$ cat config.mk
export PLATFORM = sky130hd
export DESIGN_NAME = alu_issue_decoder_flat
export DESIGN_NICKNAME = d
export VERILOG_FILES = /design/src/rtl/alu_issue_if.sv /design/src/rtl/alu_issue_decoder.sv /design/src/flat_wrapper.sv
export SDC_FILE = /design/constraint.sdc
export NUM_CORES = 1
export LEC_CHECK = 0
export CAP_MARGIN = 5
export CELL_PAD_IN_SITES_DETAIL_PLACEMENT = 0
export CELL_PAD_IN_SITES_GLOBAL_PLACEMENT = 1
export CORE_MARGIN = 10
export CORE_UTILIZATION = 37
export DETAILED_ROUTE_END_ITERATION = 8
export PLACE_DENSITY_LB_ADDON = 0.1
export SETUP_SLACK_MARGIN = 0.15
export SYNTH_ARGS = -nofsm -noshare
export SYNTH_HDL_FRONTEND = slang
export SYNTH_SLANG_ARGS = --single-unit
$ cat constraint.sdc
create_clock -name clk -period 2.6 [get_ports clk]
set_input_delay 0.78 -clock clk [delete_from_list [all_inputs] [get_ports clk]]
set_output_delay 0.78 -clock clk [all_outputs]
set_load 0.01 [all_outputs]
$ cat src/rtl/alu_issue_if.sv
// alu_issue_if
//  Bundles the two valid/ready channels around the ALU issue decoder:
//  the instruction-in channel (in_*) and the decoded-entry-out channel (out_*).
//  Handshake rule for both channels: a transfer happens on a rising clock
//  edge where valid && ready are both high; the sender holds its payload
//  stable while valid && !ready.
//  Modports:
//    master : the environment side (drives instructions, consumes entries)
//    slave  : the decoder side (accepts instructions, presents entries)
interface alu_issue_if;
  // instruction-in channel
  logic        in_valid;
  logic        in_ready;
  logic [31:0] in_instr;
  logic [31:0] in_pc;
  logic [31:0] in_rs1_val;
  logic [31:0] in_rs2_val;
  // decoded-entry-out channel
  logic        out_valid;
  logic        out_ready;
  logic [31:0] out_a;
  logic [31:0] out_b;
  logic [3:0]  out_ctrl;
  logic [4:0]  out_rd;
  logic        out_we;
  logic        out_branch;
  logic [2:0]  out_funct3;
  logic        out_illegal;

  modport master (
    output in_valid, in_instr, in_pc, in_rs1_val, in_rs2_val, out_ready,
    input  in_ready, out_valid, out_a, out_b, out_ctrl, out_rd, out_we,
           out_branch, out_funct3, out_illegal
  );

  modport slave (
    input  in_valid, in_instr, in_pc, in_rs1_val, in_rs2_val, out_ready,
    output in_ready, out_valid, out_a, out_b, out_ctrl, out_rd, out_we,
           out_branch, out_funct3, out_illegal
  );
endinterface

$ cat src/rtl/alu_issue_decoder.sv
// alu_issue_decoder
//  Decodes RV32I instructions plus their register operands into ALU operands
//  and a 4-bit ALU ctrl code, and issues them to execute through a 2-entry
//  skid buffer (one instruction per cycle sustained under backpressure).
//  Optional feature macro: ALU_ILLEGAL_TRAP_EN. When defined, unsupported
//  encodings issue with out_illegal=1; otherwise they issue as a silent NOP
//  and out_illegal is constant 0.
//  Ports:
//    clk, rst_n   clock (rising edge), asynchronous active-low reset
//    flush        synchronous flush: drops buffered entries and the input
//                 offered in the same cycle
//    bus          alu_issue_if.slave: in_* instruction channel, out_* entry
//                 channel, valid/ready on both
//    issue_count  wrapping count of out-channel handshakes (CNT_W bits)
module alu_issue_decoder #(
  parameter int CNT_W = 16
) (
  input  logic             clk,
  input  logic             rst_n,
  input  logic             flush,
  alu_issue_if.slave       bus,
  output logic [CNT_W-1:0] issue_count
);

  localparam logic [3:0] ALU_ADD  = 4'b0000;
  localparam logic [3:0] ALU_SLT  = 4'b0001;
  localparam logic [3:0] ALU_SLTU = 4'b0010;
  localparam logic [3:0] ALU_XOR  = 4'b0011;
  localparam logic [3:0] ALU_OR   = 4'b0100;
  localparam logic [3:0] ALU_AND  = 4'b0111;
  localparam logic [3:0] ALU_SLL  = 4'b1000;
  localparam logic [3:0] ALU_SRL  = 4'b1001;
  localparam logic [3:0] ALU_SRA  = 4'b1010;
  localparam logic [3:0] ALU_SUB  = 4'b1011;

  localparam logic [6:0] OPC_OP     = 7'b0110011;
  localparam logic [6:0] OPC_OP_IMM = 7'b0010011;
  localparam logic [6:0] OPC_LUI    = 7'b0110111;
  localparam logic [6:0] OPC_AUIPC  = 7'b0010111;
  localparam logic [6:0] OPC_LOAD   = 7'b0000011;
  localparam logic [6:0] OPC_STORE  = 7'b0100011;
  localparam logic [6:0] OPC_BRANCH = 7'b1100011;

  typedef struct packed {
    logic [31:0] a;
    logic [31:0] b;
    logic [3:0]  ctrl;
    logic [4:0]  rd;
    logic        we;
    logic        branch;
    logic [2:0]  funct3;
    logic        illegal;
  } entry_t;

  // funct3 -> ctrl for OP / OP-IMM; alt selects SUB (funct3 000) or SRA (101).
  function automatic logic [3:0] alu_op(input logic [2:0] f3, input logic alt);
    logic [3:0] c;
    case (f3)
      3'b000:  c = alt ? ALU_SUB : ALU_ADD;
      3'b001:  c = ALU_SLL;
      3'b010:  c = ALU_SLT;
      3'b011:  c = ALU_SLTU;
      3'b100:  c = ALU_XOR;
      3'b101:  c = alt ? ALU_SRA : ALU_SRL;
      3'b110:  c = ALU_OR;
      default: c = ALU_AND;
    endcase
    return c;
  endfunction

  // ---------------------------------------------------------------- decode
  logic [31:0] instr;
  logic [6:0]  opcode;
  logic [2:0]  f3;
  logic [6:0]  funct7;
  logic [31:0] imm_i;
  logic [31:0] imm_s;
  logic [31:0] imm_u;
  logic        bad;
  entry_t      dec;

  assign instr  = bus.in_instr;
  assign opcode = instr[6:0];
  assign f3     = instr[14:12];
  assign funct7 = instr[31:25];
  assign imm_i  = {{20{instr[31]}}, instr[31:20]};
  assign imm_s  = {{20{instr[31]}}, instr[31:25], instr[11:7]};
  assign imm_u  = {instr[31:12], 12'b0};

  // rs1 index bits are not needed: operand values arrive already read.
  logic unused_rs1_idx;
  assign unused_rs1_idx = ^instr[19:15];

  always_comb begin
    dec        = '0;
    bad        = 1'b0;
    dec.rd     = instr[11:7];
    dec.funct3 = f3;
    dec.ctrl   = ALU_ADD;
    case (opcode)
      OPC_OP: begin
        dec.a  = bus.in_rs1_val;
        dec.b  = bus.in_rs2_val;
        dec.we = 1'b1;
        if (funct7 == 7'b0000000)      dec.ctrl = alu_op(f3, 1'b0);
        else if (funct7 == 7'b0100000) dec.ctrl = alu_op(f3, 1'b1);
        else                           bad      = 1'b1;
      end
      OPC_OP_IMM: begin
        dec.a  = bus.in_rs1_val;
        dec.we = 1'b1;
        if (f3 == 3'b001 || f3 == 3'b101) begin
          // shifts take the 5-bit shamt, not the sign-extended immediate
          dec.b    = {27'b0, instr[24:20]};
          dec.ctrl = alu_op(f3, (f3 == 3'b101) && instr[30]);
        end else begin
          // instr[30] is immediate data here, so never select SUB
          dec.b    = imm_i;
          dec.ctrl = alu_op(f3, 1'b0);
        end
      end
      OPC_LUI: begin
        dec.b  = imm_u;
        dec.we = 1'b1;
      end
      OPC_AUIPC: begin
        dec.a  = bus.in_pc;
        dec.b  = imm_u;
        dec.we = 1'b1;
      end
      OPC_LOAD: begin
        dec.a  = bus.in_rs1_val;
        dec.b  = imm_i;
        dec.we = 1'b1;
      end
      OPC_STORE: begin
        dec.a = bus.in_rs1_val;
        dec.b = imm_s;
      end
      OPC_BRANCH: begin
        dec.a      = bus.in_rs1_val;
        dec.b      = bus.in_rs2_val;
        dec.branch = 1'b1;
        case (f3[2:1])
          2'b10:   dec.ctrl = ALU_SLT;   // BLT / BGE
          2'b11:   dec.ctrl = ALU_SLTU;  // BLTU / BGEU
          default: dec.ctrl = ALU_SUB;   // BEQ / BNE
        endcase
      end
      default: bad = 1'b1;
    endcase

    // Unsupported encodings still occupy an issue slot, as an ADD 0+0 with
    // no writeback, so ordering downstream is preserved.
    if (bad) begin
      dec.a      = '0;
      dec.b      = '0;
      dec.ctrl   = ALU_ADD;
      dec.we     = 1'b0;
      dec.branch = 1'b0;
`ifdef ALU_ILLEGAL_TRAP_EN
      dec.illegal = 1'b1;
`else
      dec.illegal = 1'b0;
`endif
    end

    if (dec.rd == 5'd0) dec.we = 1'b0;
  end

  // ----------------------------------------------------------- skid buffer
  entry_t           mem_q [2];
  entry_t           mem_d [2];
  logic [1:0]       count_q, count_d;
  logic             wr_ptr_q, wr_ptr_d;
  logic             rd_ptr_q, rd_ptr_d;
  logic             in_ready_q, in_ready_d;
  logic [CNT_W-1:0] cnt_q, cnt_d;
  logic             push;
  logic             pop;
  entry_t           head;

  // A flush cycle suppresses both handshakes: the offered input is dropped
  // and the head entry is discarded rather than counted as issued.
  assign push = bus.in_valid && in_ready_q && !flush;
  assign pop  = (count_q != 2'd0) && bus.out_ready && !flush;

  always_comb begin
    mem_d    = mem_q;
    count_d  = count_q;
    wr_ptr_d = wr_ptr_q;
    rd_ptr_d = rd_ptr_q;
    cnt_d    = cnt_q;
    if (pop) cnt_d = cnt_q + CNT_W'(1);
    if (flush) begin
      count_d  = 2'd0;
      wr_ptr_d = 1'b0;
      rd_ptr_d = 1'b0;
    end else begin
      if (push) begin
        mem_d[wr_ptr_q] = dec;
        wr_ptr_d        = ~wr_ptr_q;
      end
      if (pop) rd_ptr_d = ~rd_ptr_q;
      count_d = count_q + {1'b0, push} - {1'b0, pop};
    end
    // Registered ready: reflects the occupancy the buffer will have next cycle.
    in_ready_d = (count_d != 2'd2);
  end

  always_ff @(posedge clk or negedge rst_n) begin
    if (!rst_n) begin
      mem_q[0]   <= '0;
      mem_q[1]   <= '0;
      count_q    <= 2'd0;
      wr_ptr_q   <= 1'b0;
      rd_ptr_q   <= 1'b0;
      in_ready_q <= 1'b1;
      cnt_q      <= '0;
    end else begin
      mem_q[0]   <= mem_d[0];
      mem_q[1]   <= mem_d[1];
      count_q    <= count_d;
      wr_ptr_q   <= wr_ptr_d;
      rd_ptr_q   <= rd_ptr_d;
      in_ready_q <= in_ready_d;
      cnt_q      <= cnt_d;
    end
  end

  assign head            = mem_q[rd_ptr_q];
  assign bus.in_ready    = in_ready_q;
  assign bus.out_valid   = (count_q != 2'd0);
  assign bus.out_a       = head.a;
  assign bus.out_b       = head.b;
  assign bus.out_ctrl    = head.ctrl;
  assign bus.out_rd      = head.rd;
  assign bus.out_we      = head.we;
  assign bus.out_branch  = head.branch;
  assign bus.out_funct3  = head.funct3;
  assign bus.out_illegal = head.illegal;
  assign issue_count     = cnt_q;

endmodule

$ cat src/flat_wrapper.sv
// flat-port wrapper written by rule: the top's interface ports become plain ports
module alu_issue_decoder_flat 
#(
  parameter int CNT_W = 16
)
  (clk, rst_n, flush, issue_count, bus_in_valid, bus_in_instr, bus_in_pc, bus_in_rs1_val, bus_in_rs2_val, bus_out_ready, bus_in_ready, bus_out_valid, bus_out_a, bus_out_b, bus_out_ctrl, bus_out_rd, bus_out_we, bus_out_branch, bus_out_funct3, bus_out_illegal);
  alu_issue_if bus_i ();
  input  logic clk;
  input  logic rst_n;
  input  logic flush;
  output logic [CNT_W-1:0] issue_count;
  input wire logic [$bits(bus_i.in_valid)-1:0] bus_in_valid;
  input wire logic [$bits(bus_i.in_instr)-1:0] bus_in_instr;
  input wire logic [$bits(bus_i.in_pc)-1:0] bus_in_pc;
  input wire logic [$bits(bus_i.in_rs1_val)-1:0] bus_in_rs1_val;
  input wire logic [$bits(bus_i.in_rs2_val)-1:0] bus_in_rs2_val;
  input wire logic [$bits(bus_i.out_ready)-1:0] bus_out_ready;
  output wire logic [$bits(bus_i.in_ready)-1:0] bus_in_ready;
  output wire logic [$bits(bus_i.out_valid)-1:0] bus_out_valid;
  output wire logic [$bits(bus_i.out_a)-1:0] bus_out_a;
  output wire logic [$bits(bus_i.out_b)-1:0] bus_out_b;
  output wire logic [$bits(bus_i.out_ctrl)-1:0] bus_out_ctrl;
  output wire logic [$bits(bus_i.out_rd)-1:0] bus_out_rd;
  output wire logic [$bits(bus_i.out_we)-1:0] bus_out_we;
  output wire logic [$bits(bus_i.out_branch)-1:0] bus_out_branch;
  output wire logic [$bits(bus_i.out_funct3)-1:0] bus_out_funct3;
  output wire logic [$bits(bus_i.out_illegal)-1:0] bus_out_illegal;
  assign bus_i.in_valid = bus_in_valid;
  assign bus_i.in_instr = bus_in_instr;
  assign bus_i.in_pc = bus_in_pc;
  assign bus_i.in_rs1_val = bus_in_rs1_val;
  assign bus_i.in_rs2_val = bus_in_rs2_val;
  assign bus_i.out_ready = bus_out_ready;
  assign bus_in_ready = bus_i.in_ready;
  assign bus_out_valid = bus_i.out_valid;
  assign bus_out_a = bus_i.out_a;
  assign bus_out_b = bus_i.out_b;
  assign bus_out_ctrl = bus_i.out_ctrl;
  assign bus_out_rd = bus_i.out_rd;
  assign bus_out_we = bus_i.out_we;
  assign bus_out_branch = bus_i.out_branch;
  assign bus_out_funct3 = bus_i.out_funct3;
  assign bus_out_illegal = bus_i.out_illegal;
  alu_issue_decoder #(.CNT_W(CNT_W)) u_core (.clk(clk), .rst_n(rst_n), .flush(flush), .bus(bus_i), .issue_count(issue_count));
endmodule
== Yosys cells after proc, flatten, opt, wreduce, memory -nomap -nowiden ==
Index checks and enable logic that the tools add are counted.

* Bits in registers: 179
* Output and inout port bits: 97
* Word-level logic and storage cells: 100
* Input bits: 133

* Order comparisons: 3
* Reductions and logical operators: 20
* Add/sub/neg operators: 3
* Bitwise logic cells: 5
* Equal/unequal tests: 17
* Mux-type cells: 31

{| class="wikitable"
|+ Operators by type and width
! operator !! number
|-
| $mux 79 || 4
|-
| $pmux 32 s5 || 1
|-
| $bwmux 158 || 1
|-
| $pmux 4 s7 || 3
|-
| $demux 79 s1 || 1
|-
| $mux 68 || 1
|-
| $pmux 32 s2 || 1
|-
| $mux 36 || 1
|-
| $eq 7x6->1 const B || 4
|-
| $add 16x1->16 const B || 1
|-
| $eq 7x5->1 const B || 2
|-
| $mux 4 || 3
|-
| $pmux 4 s3 || 1
|-
| $reduce_or 5->1 || 2
|-
| $eq 3x3->1 const B || 3
|-
| $mux 1 || 9
|-
| $pmux 4 s2 || 1
|-
| $eq 7x2->1 const B || 1
|-
| $eq 7x7->1 const B || 1
|-
| $logic_not 7->1 || 1
|-
| $eq 3x2->1 const B || 2
|-
| $logic_and 1x1->1 || 6
|-
| $mux 2 || 3
|-
| $reduce_bool 2->1 || 3
|-
| other kinds (17) || 23
|}

== Longest topological paths before layout ==
* Depth after elaboration: 8
* Mapped depth: 8
* Depth with buffers taken out: 7

== Least setup slack after synthesis ==
Ideal clock, no wire load.

* Path type: register to output
* Start point: reg u_core.rd_ptr_q
* End point: out bus_out_a[12]
* Slack: 349 ps
* Data arrival time: 1471 ps
* Path buffers: 3
* Required time: 1820 ps
* Stages on the path, launching flop included: 5
* Cells stage by stage: dfrtp_1 > clkbuf_1 > buf_2 > buf_1 > mux2_2

* Word-level cells in the longest chain between the ends: 4

{| class="wikitable"
|+ Ends and longest elaborated chain
! what !! RTL line !! text
|-
| start, declared || alu_issue_decoder.sv:176 || <nowiki>logic rd_ptr_q, rd_ptr_d;</nowiki>
|-
| start signal, assigned || alu_issue_decoder.sv:225 || <nowiki>rd_ptr_q <= rd_ptr_d;</nowiki>
|-
| $not 1->2 (implied by the code) || alu_issue_decoder.sv:231 || <nowiki>assign head = mem_q[rd_ptr_q];</nowiki>
|-
| $mux 79 (implied by the code) (3 in a row) || alu_issue_decoder.sv:231 ||
|-
| end, declared || flat_wrapper.sv:20 || <nowiki>output wire logic [$bits(bus_i.out_a)-1:0] bus_out_a;</nowiki>
|}

No other way between the ends. The select of a mux whose other input is x is not followed.

== Worst setup path in the final report ==
* Start point: reg u_core.rd_ptr_q
* End point: out bus_out_b[12]

* Word-level cells in the longest chain between the ends: 4

{| class="wikitable"
|+ Ends and longest elaborated chain
! what !! RTL line !! text
|-
| $not 1->2 (implied by the code) || alu_issue_decoder.sv:231 ||
|-
| $mux 79 (implied by the code) (3 in a row) || alu_issue_decoder.sv:231 ||
|-
| end, declared || flat_wrapper.sv:21 || <nowiki>output wire logic [$bits(bus_i.out_b)-1:0] bus_out_b;</nowiki>
|}

No other way between the ends. The select of a mux whose other input is x is not followed.

==> flow_metrics.py <==
metrics = {
    "yosys": {
        "synthesized_netlist_net_count": 948,
        "synthArstFlopShare_pct": 100.0,
        "synth_enable_flop_cells": 0,
        "netlist_instances": 812,
        "yosysWarningCount": 0,
        "syn-mean-instance-area_um2": 10.43,
        "yosys.cell_types.count": 56,
        "netlist_area_mm2": 0.008471,
        "synth_seq_area_share_pct": 52.30,
        "most_used_dff_post_synth": "dfrtp_1",
        "yosys_register_bits": 177,
    },
    "die": {
        "dieWidth_um": 171.3,
        "initial_utilization_pct": 37.53,
        "design.die.area_mm2": 0.02935,
        "die-height_um": 171.3,
        "fp.coreArea_mm2": 0.02257,
        "std_cell_rows": 55,
        "io_pins": 230,
    },
    "setup_path": {
        "crit_path_start_kind": "flip-flop",
        "ff_to_ff_end": "u_core.bus.in_ready",
        "critPathArrivalTime_ns": 1.81,
        "path_class": "flip-flop to output pin",
        "critical_path.endpoint_type": "output pin",
        "reg2reg_from": "u_core.count_q[0]",
        "reg2reg_setup_slack_ns": 0.69,
        "crit_fanout": 6,
        "reg2reg_depth": 7,
        "worstPathRequired_ns": 1.82,
    },
    "grt": {
        "first_global_vias": 7295,
        "gr-total-overflow": 0,
        "grt_first_pass_wirelength_mm": 42.92,
        "groute.usage.overall_pct": 18.67,
        "initial_antenna_violation_count": 0,
        "grt_max_degree": 58,
    },
    "route": {
        "drt_drc_violations_left": 0,
        "drt_iter0_drc": 388,
        "detail_route.wirelength_mm": 27.70,
        "routed_via_density": 5.163,
        "drt_pre_antenna_iters": 4,
        "ant_nets": 0,
        "num_vias": 7078,
        "routed_wire_length_per_instance_um": 20.20,
    },
    "power": {
        "p_seq_share_pct": 41.7,
        "power.density_mw_per_mm2": 587.8,
        "cellInternalPower_mw": 5.348,
        "pwr-share-clk_pct": 35.6,
        "cellLeakagePower_nw": 5.442,
        "power_switching_mw": 1.944,
        "ir_drop_mv": 0.5057,
        "comb_power_share_pct": 22.8,
        "power.share.switching_pct": 26.66,
    },
    "placement": {
        "numPortBuffers": 228,
        "hpwlAfterDp_mm": 19.30,
        "finalWeightedCongestion": 0.8219,
        "placed_instance_count": 1324,
    },
    "sta": {
        "finalSetupTns_ns": 0,
        "slew_viol_final": 0,
        "unrepaired_setup_endpoints_after_global_routing": "true",
        "skew_ns": 0.01214,
        "number_of_hold_violations_in_the_final_report": 0,
        "layout_worst_path_cycle_share_pct": 99.79,
        "timing.fmax_mhz": 385.4,
        "setup-violations-final": 0,
        "period_needed_ns": 2.595,
    },
    "cts": {
        "cts_htree_levels": 4,
        "clk-insertion-delay-late_ns": 0.43,
        "cts_root_buffer": "clkbuf_16",
        "cts-buffers-inserted": 17,
        "max-clock-path-buffers": 2,
        "tritoncts": "built",
        "cts.sink_count": 177,
        "clk_transition_reported_paths_ns": 0.06,
    },
    "run": {
        "cap_viol_max_count": 0,
    },
    "worst_hold_path": {
        "worst_hold_path_type": "primary input to async pin",
    },
    "outcome": {
        "outcome": "complete, no violations",
    },
    "cells_and_area": {
        "synthToLayoutAreaGrowth_pct": 46.45,
        "instances_no_fill": 1371,
        "fillerInstances": 2049,
        "count_of_inserted_antenna_diode_cells": 0,
        "layout-drive-gt1-share_pct": 27.35,
        "num-nets-final": 1209,
    },
}
## stage by stage
stage / cell area [µm²] / util, % / hold slack [ns] / total power, mW / setup slack, ns
6_report: 12410 / 54.96 / 0.2623 / 7.292 / 0.005445
5_1_grt: 12410 / 54.96 / 0.2636 / 7.626 / -0.04303
4_1_cts: 12380 / 54.83 / 0.2558 / 7.372 / -0.01962
3_5_place_dp: 11430 / 50.62 / 0.4586 / 4.430 / -0.1393
3_3_place_gp: 11430 / 50.62 / 0.4560 / 4.427 / -0.1137
2_1_floorplan: 8471 / - / 0.4429 / 3.665 / 0.3488
## sequential cells by signal (all words and copies together), names as in the netlist
name and cells:
u_core.mem_q 156, u_core.bus.in_ready 1, u_core.wr_ptr_q 1, u_core.rd_ptr_q 1
u_core.issue_count 16, u_core.count_q 2
## cell usage in the layout, fill, tap and decap left out, types with 18 or more instances in the layout
master           count
a22oi_1             38
buf_2               25
buf_4               52
buf_6               52
clkbuf_16           18
clkdlybuf4s50_1    148
dfrtp_1            175
mux2_2              60
mux2_4              33
nand2_1            155
o21ai_0            101
o21ai_1             40
## cell type report
cell class                      count  area (µm²)  area share, %
Clock buffer                       20       446.7          3.601
Clock inverter                     12       150.1          1.210
Inverter                            4       15.01         0.1210
Multi-Input combinational cell    570        3850          31.03
Sequential cell                   177        4434          35.74
Tap cell                          285       356.6          2.874
Timing Repair Buffer              303        3153          25.42
## Yosys cell counts (all sizes together) (3+ instances only)
cell type / n / area share [%]
xor2: 8 / 0.83
a22o: 6 / 0.62
a221oi: 19 / 2.1
nand3: 10 / 0.65
nand4: 5 / 0.44
buf: 30 / 2.4
clkbuf: 31 / 1.4
a22oi: 38 / 3.4
mux2i: 3 / 0.35
nand2: 157 / 7.0
dfrtp: 176 / 52
a21oi: 7 / 0.41
mux2: 93 / 12
xnor2: 13 / 1.3
nor2: 14 / 0.65
and3: 3 / 0.22
ha: 3 / 0.44
inv: 4 / 0.18
nor2b: 9 / 0.75
and4: 3 / 0.31
and2: 4 / 0.30
a21o: 3 / 0.27
o21ai: 141 / 8.3
o211ai: 5 / 0.50
## how the worst max path moves through the flow
stage | start | end | slack [ns] | cells after the start
CTS | u_core.rd_ptr_q | bus_out_b[18] | -0.02 | 5
global placement | bus_in_instr[3] | u_core.mem_q[100] | -0.11 | 7
floorplan | u_core.rd_ptr_q | bus_out_a[12] | 0.35 | 4
global route | u_core.rd_ptr_q | bus_out_b[18] | -0.04 | 5
detailed placement | bus_in_instr[26] | u_core.mem_q[16] | -0.14 | 7
finish | u_core.rd_ptr_q | bus_out_b[12] | 0.005 | 5
## routing by layer
metal  track usage, %  part of all wire (%)
met2            29.49                    47
met5                0                     0
met3            4.767                   5.8
met4            4.991                   1.2
met1            24.87                    46
## cell families (layout without fill, tap and decap cells)
kind of cell / count (synthesis) / in the layout / share of synthesized area (%)
compound gates: 230 / 230 / 16.71
xor+xnor: 21 / 21 / 2.171
fa+ha+maj: 3 / 3 / 0.4432
buf+inv: 65 / 339 / 3.914
flops: 177 / 177 / 52.30
mux: 96 / 96 / 12.72
other cells: 1 / 1 / 0.04427
simple gates: 219 / 219 / 11.70
## critical path, stage by stage (launching register included)
cell and delay, ns:
dfrtp_4 0.54, buf_12 0.16, buf_12 0.13, buf_16 0.13
mux2_4 0.31, buf_6 0.12
## power by group through the flow
stage	registers [mW]	logic [mW]	clock network [mW]
final	3.04	1.66	2.59
after global routing	3.06	1.78	2.78
after CTS	3.04	1.67	2.67
after detailed placement	3.08	1.35	0
after global placement	3.08	1.35	0
after floorplan	3.06	0.609	0
## timing repair
action / in CTS / in global routing
hold buffers: 0 / 0
cloned: 7 / 1
setup buffers: 7 / 0
setup endpoints to repair: 78 / 70
pin swaps: 0 / 0
resized for setup: 409 / 4
No activity file was read; power rests on OpenSTA's default activity.
